==> config.mk <==
export PLATFORM = sky130hd
export DESIGN_NAME = pulse_stretch
export DESIGN_NICKNAME = d
export VERILOG_FILES = /design/src/rtl/pulse_stretch_pkg.sv /design/src/rtl/pulse_stretch_ch.sv /design/src/rtl/pulse_stretch.sv
export SDC_FILE = /design/constraint.sdc
export NUM_CORES = 1
export LEC_CHECK = 0
export CORE_MARGIN = 4
export CORE_UTILIZATION = 60
export CTS_CLUSTER_SIZE = 10
export DETAILED_ROUTE_END_ITERATION = 10
export HOLD_SLACK_MARGIN = 0.15
export PLACE_DENSITY = 0.9
export SLEW_MARGIN = 10
export SYNTH_ARGS = -nofsm -noshare
export SYNTH_HDL_FRONTEND = slang
export SYNTH_HIERARCHICAL = 1
export SYNTH_SLANG_ARGS = --single-unit
==> constraint.sdc <==
create_clock -name clk -period 2.47 [get_ports clk]
set_input_delay 0.247 -clock clk [delete_from_list [all_inputs] [get_ports clk]]
set_output_delay 0.247 -clock clk [all_outputs]
set_load 0.02 [all_outputs]
==> src/rtl/pulse_stretch_pkg.sv <==
// Shared definitions for the LED pulse stretcher: state encoding, default
// timing constants and the elaboration-time parameter check.
package pulse_stretch_pkg;

    localparam logic [1:0] ST_IDLE = 2'd0;
    localparam logic [1:0] ST_HOLD = 2'd1;
    localparam logic [1:0] ST_GAP  = 2'd2;

    typedef enum logic [1:0] {
        S_IDLE = ST_IDLE,
        S_HOLD = ST_HOLD,
        S_GAP  = ST_GAP
    } state_t;

    localparam int unsigned DEF_CH   = 4;
    localparam int unsigned DEF_HOLD = 1024;
    localparam int unsigned DEF_GAP  = 256;
    localparam int unsigned DEF_CW   = 11;

    // True when HOLD/GAP are non-zero and both reloads fit in a cw-bit counter
    function automatic bit cw_ok(input int unsigned cw,
                                 input int unsigned hold,
                                 input int unsigned gap);
        longint unsigned cap;
        cap = 64'd1 << cw;
        return (hold >= 1) && (gap >= 1) &&
               (cap >= 64'(hold)) && (cap >= 64'(gap));
    endfunction

endpackage

==> src/rtl/pulse_stretch_ch.sv <==
// One stretcher channel: turns a strobe into a HOLD-cycle high pulse followed
// by a GAP-cycle low gap, queues one extra event and flags lost ones.
// Build option: PULSE_STRETCH_RETRIGGER_EN makes events during HOLD extend
// the current blink instead of queueing.
module pulse_stretch_ch
    import pulse_stretch_pkg::*;
#(
    parameter int unsigned HOLD = DEF_HOLD,
    parameter int unsigned GAP  = DEF_GAP,
    parameter int unsigned CW   = DEF_CW
) (
    input  logic clk,
    input  logic n_reset,
    input  logic pulse_in,
    input  logic clr_drop,
    output logic led_out,
    output logic busy,
    output logic drop
);

    localparam logic [CW-1:0] HOLD_LD = CW'(HOLD - 1);
    localparam logic [CW-1:0] GAP_LD  = CW'(GAP - 1);

    state_t        state;
    logic [CW-1:0] cnt;
    logic          pending;

    // Channel FSM with counter, one-deep event queue and registered outputs
    always_ff @(posedge clk) begin
        if (!n_reset) begin
            state   <= S_IDLE;
            cnt     <= '0;
            pending <= 1'b0;
            led_out <= 1'b0;
            busy    <= 1'b0;
            drop    <= 1'b0;
        end else begin
            // Clear first so a drop raised below in the same cycle wins
            if (clr_drop) begin
                drop <= 1'b0;
            end
            case (state)
                S_IDLE: begin
                    if (pulse_in) begin
                        state   <= S_HOLD;
                        cnt     <= HOLD_LD;
                        led_out <= 1'b1;
                        busy    <= 1'b1;
                    end else begin
                        led_out <= 1'b0;
                        busy    <= pending;
                    end
                end
                S_HOLD: begin
                    busy <= 1'b1;
`ifdef PULSE_STRETCH_RETRIGGER_EN
                    if (pulse_in) begin
                        cnt     <= HOLD_LD;
                        led_out <= 1'b1;
                    end else if (cnt == '0) begin
                        state   <= S_GAP;
                        cnt     <= GAP_LD;
                        led_out <= 1'b0;
                    end else begin
                        cnt     <= cnt - CW'(1);
                        led_out <= 1'b1;
                    end
`else
                    if (cnt == '0) begin
                        state   <= S_GAP;
                        cnt     <= GAP_LD;
                        led_out <= 1'b0;
                    end else begin
                        cnt     <= cnt - CW'(1);
                        led_out <= 1'b1;
                    end
                    if (pulse_in) begin
                        if (pending) begin
                            drop <= 1'b1;
                        end else begin
                            pending <= 1'b1;
                        end
                    end
`endif
                end
                S_GAP: begin
                    if (cnt == '0) begin
                        // Queued and fresh events on the last gap cycle share one blink
                        if (pending || pulse_in) begin
                            state   <= S_HOLD;
                            cnt     <= HOLD_LD;
                            pending <= 1'b0;
                            led_out <= 1'b1;
                            busy    <= 1'b1;
                        end else begin
                            state   <= S_IDLE;
                            led_out <= 1'b0;
                            busy    <= 1'b0;
                        end
                    end else begin
                        cnt     <= cnt - CW'(1);
                        led_out <= 1'b0;
                        busy    <= 1'b1;
                        if (pulse_in) begin
                            if (pending) begin
                                drop <= 1'b1;
                            end else begin
                                pending <= 1'b1;
                            end
                        end
                    end
                end
                default: begin
                    state   <= S_IDLE;
                    cnt     <= '0;
                    pending <= 1'b0;
                    led_out <= 1'b0;
                    busy    <= 1'b0;
                end
            endcase
        end
    end

endmodule

==> src/rtl/pulse_stretch.sv <==
// Multi-channel LED pulse stretcher: CH independent channels sharing clock,
// reset and the drop-clear strobe.
// Build option: PULSE_STRETCH_RETRIGGER_EN (see pulse_stretch_ch).
module pulse_stretch
    import pulse_stretch_pkg::*;
#(
    parameter int unsigned CH   = DEF_CH,
    parameter int unsigned HOLD = DEF_HOLD,
    parameter int unsigned GAP  = DEF_GAP,
    parameter int unsigned CW   = DEF_CW
) (
    input  logic          clk,
    input  logic          n_reset,
    input  logic [CH-1:0] pulse_in,
    input  logic          clr_drop,
    output logic [CH-1:0] led_out,
    output logic [CH-1:0] busy,
    output logic [CH-1:0] drop
);

    localparam bit CFG_OK = cw_ok(CW, HOLD, GAP);

    // Reject parameter sets whose reload values do not fit the counter
    if (!CFG_OK) begin : g_bad_cfg
        $error("pulse_stretch: CW too small for HOLD/GAP, or HOLD/GAP is zero");
    end

    // One stretcher per channel, clr_drop fanned out to all of them
    for (genvar i = 0; i < int'(CH); i++) begin : g_ch
        pulse_stretch_ch #(
            .HOLD (HOLD),
            .GAP  (GAP),
            .CW   (CW)
        ) u_ch (
            .clk      (clk),
            .n_reset  (n_reset),
            .pulse_in (pulse_in[i]),
            .clr_drop (clr_drop),
            .led_out  (led_out[i]),
            .busy     (busy[i]),
            .drop     (drop[i])
        );
    end

endmodule

==> summary.txt <==
Critical path
  – Worst EP required: 2760 ps
  – Endpoint type of the worst setup path: register
  – Critical path buffer and inverter count: 1
  – Crit-path slowest cell: a21oi_1
  – Arr. time, crit path: 2500 ps
  – Crit-path cells: inv_1 > ha_1 > nor3b_1 > nand4_1 > a21oi_1 > a22o_1
  – R2R Setup Slk: around 260 ps
  – Biggest cell delay along the critical path: between 500 and 600 ps
  – Critical path type: reg -> reg
  – Family with the most delay on the worst path: compound AO/OA/AOI/OAI gates
  – Crit path max fanout: 12
  – Startpoint types: register

Cells and area
  – FF+latch area: about 1400 µm²
  – Multi-input logic area: 2960 µm²
  – Ant diodes: 0
  – Final std cells w/o fill: 674
  – Layout cells sized above 1: 12.2%
  – # fillers: 585
  – Area grow syn2layout: 8.34%
  – Nets: ~600

Synthesis
  – Syn Inst Count: 553
  – Sequential share of the synthesized area: 29.5%
  – Area leader, netlist: dfxtp_1
  – Asr flop ratio synth: 0%
  – Net Count, Synth: 584
  – Most common cell in the netlist: dfxtp_1
  – Ranking of synthesized cells by area: dfxtp_1 (29%), ha_1 (6.5%), nand2_1 (4.1%), o21ai_0 (4.0%), a21oi_1 (3.9%)
  – Post-synth EDFFs: 0
  – Yosys top cell area share: 29.5%
  – Syn Std Cell Area: 4620 µm²
  – Synth cell types: 70
  – Most common library cells after synthesis: dfxtp_1 (68), nand2_1 (50), inv_1 (46)
  – Syn_area_per_cell: 8.35 µm²
  – Main synth FF type: dfxtp_1
  – Yosys warnings: 6
  – Yosys reg bits: 68

Status
  – Outcome: complete, no violations

Global routing
  – First-pass GRT wire length: 18.7 mm
  – Initial antenna violation count: 0
  – Vias in the first global route: approximately 4100
  – Largest net degree at the start of global routing: 13
  – Grt ovf: 0
  – GRT Total Usage: about a quarter

Clock tree
  – Postcts setup bufs: 0
  – CTS sink cnt: 68
  – Reg clk slew, reported paths: 80 ps
  – CTS tree: done
  – Inserted Clock Buffers: 9
  – CTS hold repair buffers: 0
  – CTS Root Cell: clkbuf_8
  – Resized Gates After CTS: 0
  – CTS max path bufs: 2
  – Worst-skew pair later-pin latency: 350 ps
  – H-tree Lvls: 3

Die
  – Die H: around 96 µm
  – Die area: 9170 µm²
  – Boundary pin count: 19
  – Row count: 31
  – Die width: 95.7 µm
  – Initial Utilization: 62.7%
  – Area of the core: 7370 µm²

Routing
  – Detailed Routing Iterations Pass 1: 7
  – Residual DRC: 0
  – Drt total wl: 11.3 mm
  – DRT iter0 DRCs: approximately 400
  – DR vias: 4539
  – Final ANT Viol Nets: 0
  – WL/cell: about 17 µm
  – Via density: 6.73

Placed design
  – Dpl cells: between 600 and 700
  – IO Port Bufs: 18
  – GP Congestion: 0.929
  – Post-DP HPWL: between 7 and 8 mm

Timing
  – FMAX: 453 MHz
  – Worst slew pin tran: a little over 700 ps
  – Slew Limit Fails: 0
  – Final setup fails: 0
  – Tmin final: 2210 ps
  – Fin crit share: between 80% and 90%
  – Sum Neg Setup Slack: 0 ps
  – Final Hold Fails: 0
  – Layout Skew: 11.3 ps
  – RSZ-0062 raised after global routing: false
  – Rel. slew slack: ~52%

Power
  – Max IR drop VDD: around 630 µV
  – Pleak: ~1.9 nW
  – P per Cell Area: 1220 nW/µm²
  – Total power: 0.00609 W

Run
  – Max-cap viol count: 0

Min path
  – Worst Hold Class: reg -> reg
## cells in the final DEF (no fill, tap or decap), types with 3 or more instances in the layout
cell	instances
nand2b_1	6
nor2b_1	6
a21oi_1	36
nor3_1	15
nor4_2	4
nor2_1	43
or4_4	3
o221ai_1	10
ha_1	24
o21ai_0	37
o211ai_1	4
nand4b_1	4
a211o_1	7
nand4_1	11
a31oi_1	13
mux2i_1	5
nor4b_4	3
buf_4	5
nand2_1	50
or2_2	6
a22o_2	8
and4_1	5
a21o_1	3
and2b_2	3
a22o_1	8
clkbuf_8	11
clkdlybuf4s50_1	18
nor4_1	6
nor3b_1	4
dfxtp_1	68
o2bb2ai_1	6
and2_1	4
o31ai_1	9
inv_1	46
nand3_1	18
a211oi_1	6
a32oi_1	4
## report_power, final
group / internal (W) / switching, W / total (W)
Combinational: 0.00130 / 0.00195 / 0.00325
Sequential: 0.00148 / 0.000533 / 0.00201
Clock: 0.000412 / 0.000413 / 0.000825
Total: 0.00319 / 0.00290 / 0.00609
## cells by family (layout without fill, tap and decap cells)
logic type / count (synthesis) / in the layout / share of synthesized area, %
AND/OR/NAND/NOR: 216 / 216 / 29.1
AO/OA/AOI/OAI: 176 / 176 / 27.0
flip-flops: 68 / 68 / 29.5
buffers and inverters: 62 / 84 / 6.45
adder cells (fa/ha/maj): 24 / 24 / 6.50
multiplexers: 5 / 5 / 1.08
XOR/XNOR: 2 / 2 / 0.379
## flip-flops by register name (all words and copies together) (netlist names)
| name | flops |
|---|---|
| g_ch.u_ch/cnt | 44 |
| g_ch.u_ch/state | 8 |
| g_ch.u_ch/busy | 4 |
| g_ch.u_ch/drop | 4 |
| g_ch.u_ch/led_out | 4 |
| g_ch.u_ch/pending | 4 |
## metal layers
metal | vias to the layer above | track usage, % | part of all wire [%]
met5 | - | 0 | 0
met4 | 0 | 8.77 | 1.9
met3 | 32 | 6.18 | 8.8
met2 | 274 | 41.1 | 48
met1 | 2105 | 32.8 | 41
li1 | 2128 | - | -
## worst register-to-register path, cell delays in order, from the launching register on
cell and delay (ps):
dfxtp_1 340, inv_1 100, ha_1 320, nor3b_1 240
nand4_1 420, a21oi_1 510, a22o_1 210
## stage by stage
stage	setup slack [ps]	utilization [%]	hold WS, ps	cell area, µm²
floorplan	538	-	391	4620
global placement	385	65.6	487	4840
detailed placement	309	65.6	495	4840
CTS	295	67.9	514	5000
global route	62.4	67.9	548	5000
finish	262	67.9	507	5000
## final cells by class
cell class	instances	share of cell area, %
clock buffer	13	3.17
inverter	46	3.45
clock inverter	2	0.200
multi-input combinational	423	59.2
sequential	68	27.2
tap	99	2.48
timing repair buffer	23	4.35
## path summary, 6_finish.rpt
kind | startpoint | endpoint | cells past startpoint
worst max-delay path | g_ch[3].u_ch/state[0] | g_ch[3].u_ch/cnt[0] | 6
worst min-delay path | g_ch[2].u_ch/cnt[1] | g_ch[2].u_ch/cnt[1] | 1
worst max register to register | g_ch[3].u_ch/state[0] | g_ch[3].u_ch/cnt[0] | 6
worst min register to register | g_ch[2].u_ch/cnt[1] | g_ch[2].u_ch/cnt[1] | 1
No activity file was read; power rests on OpenSTA's default activity.
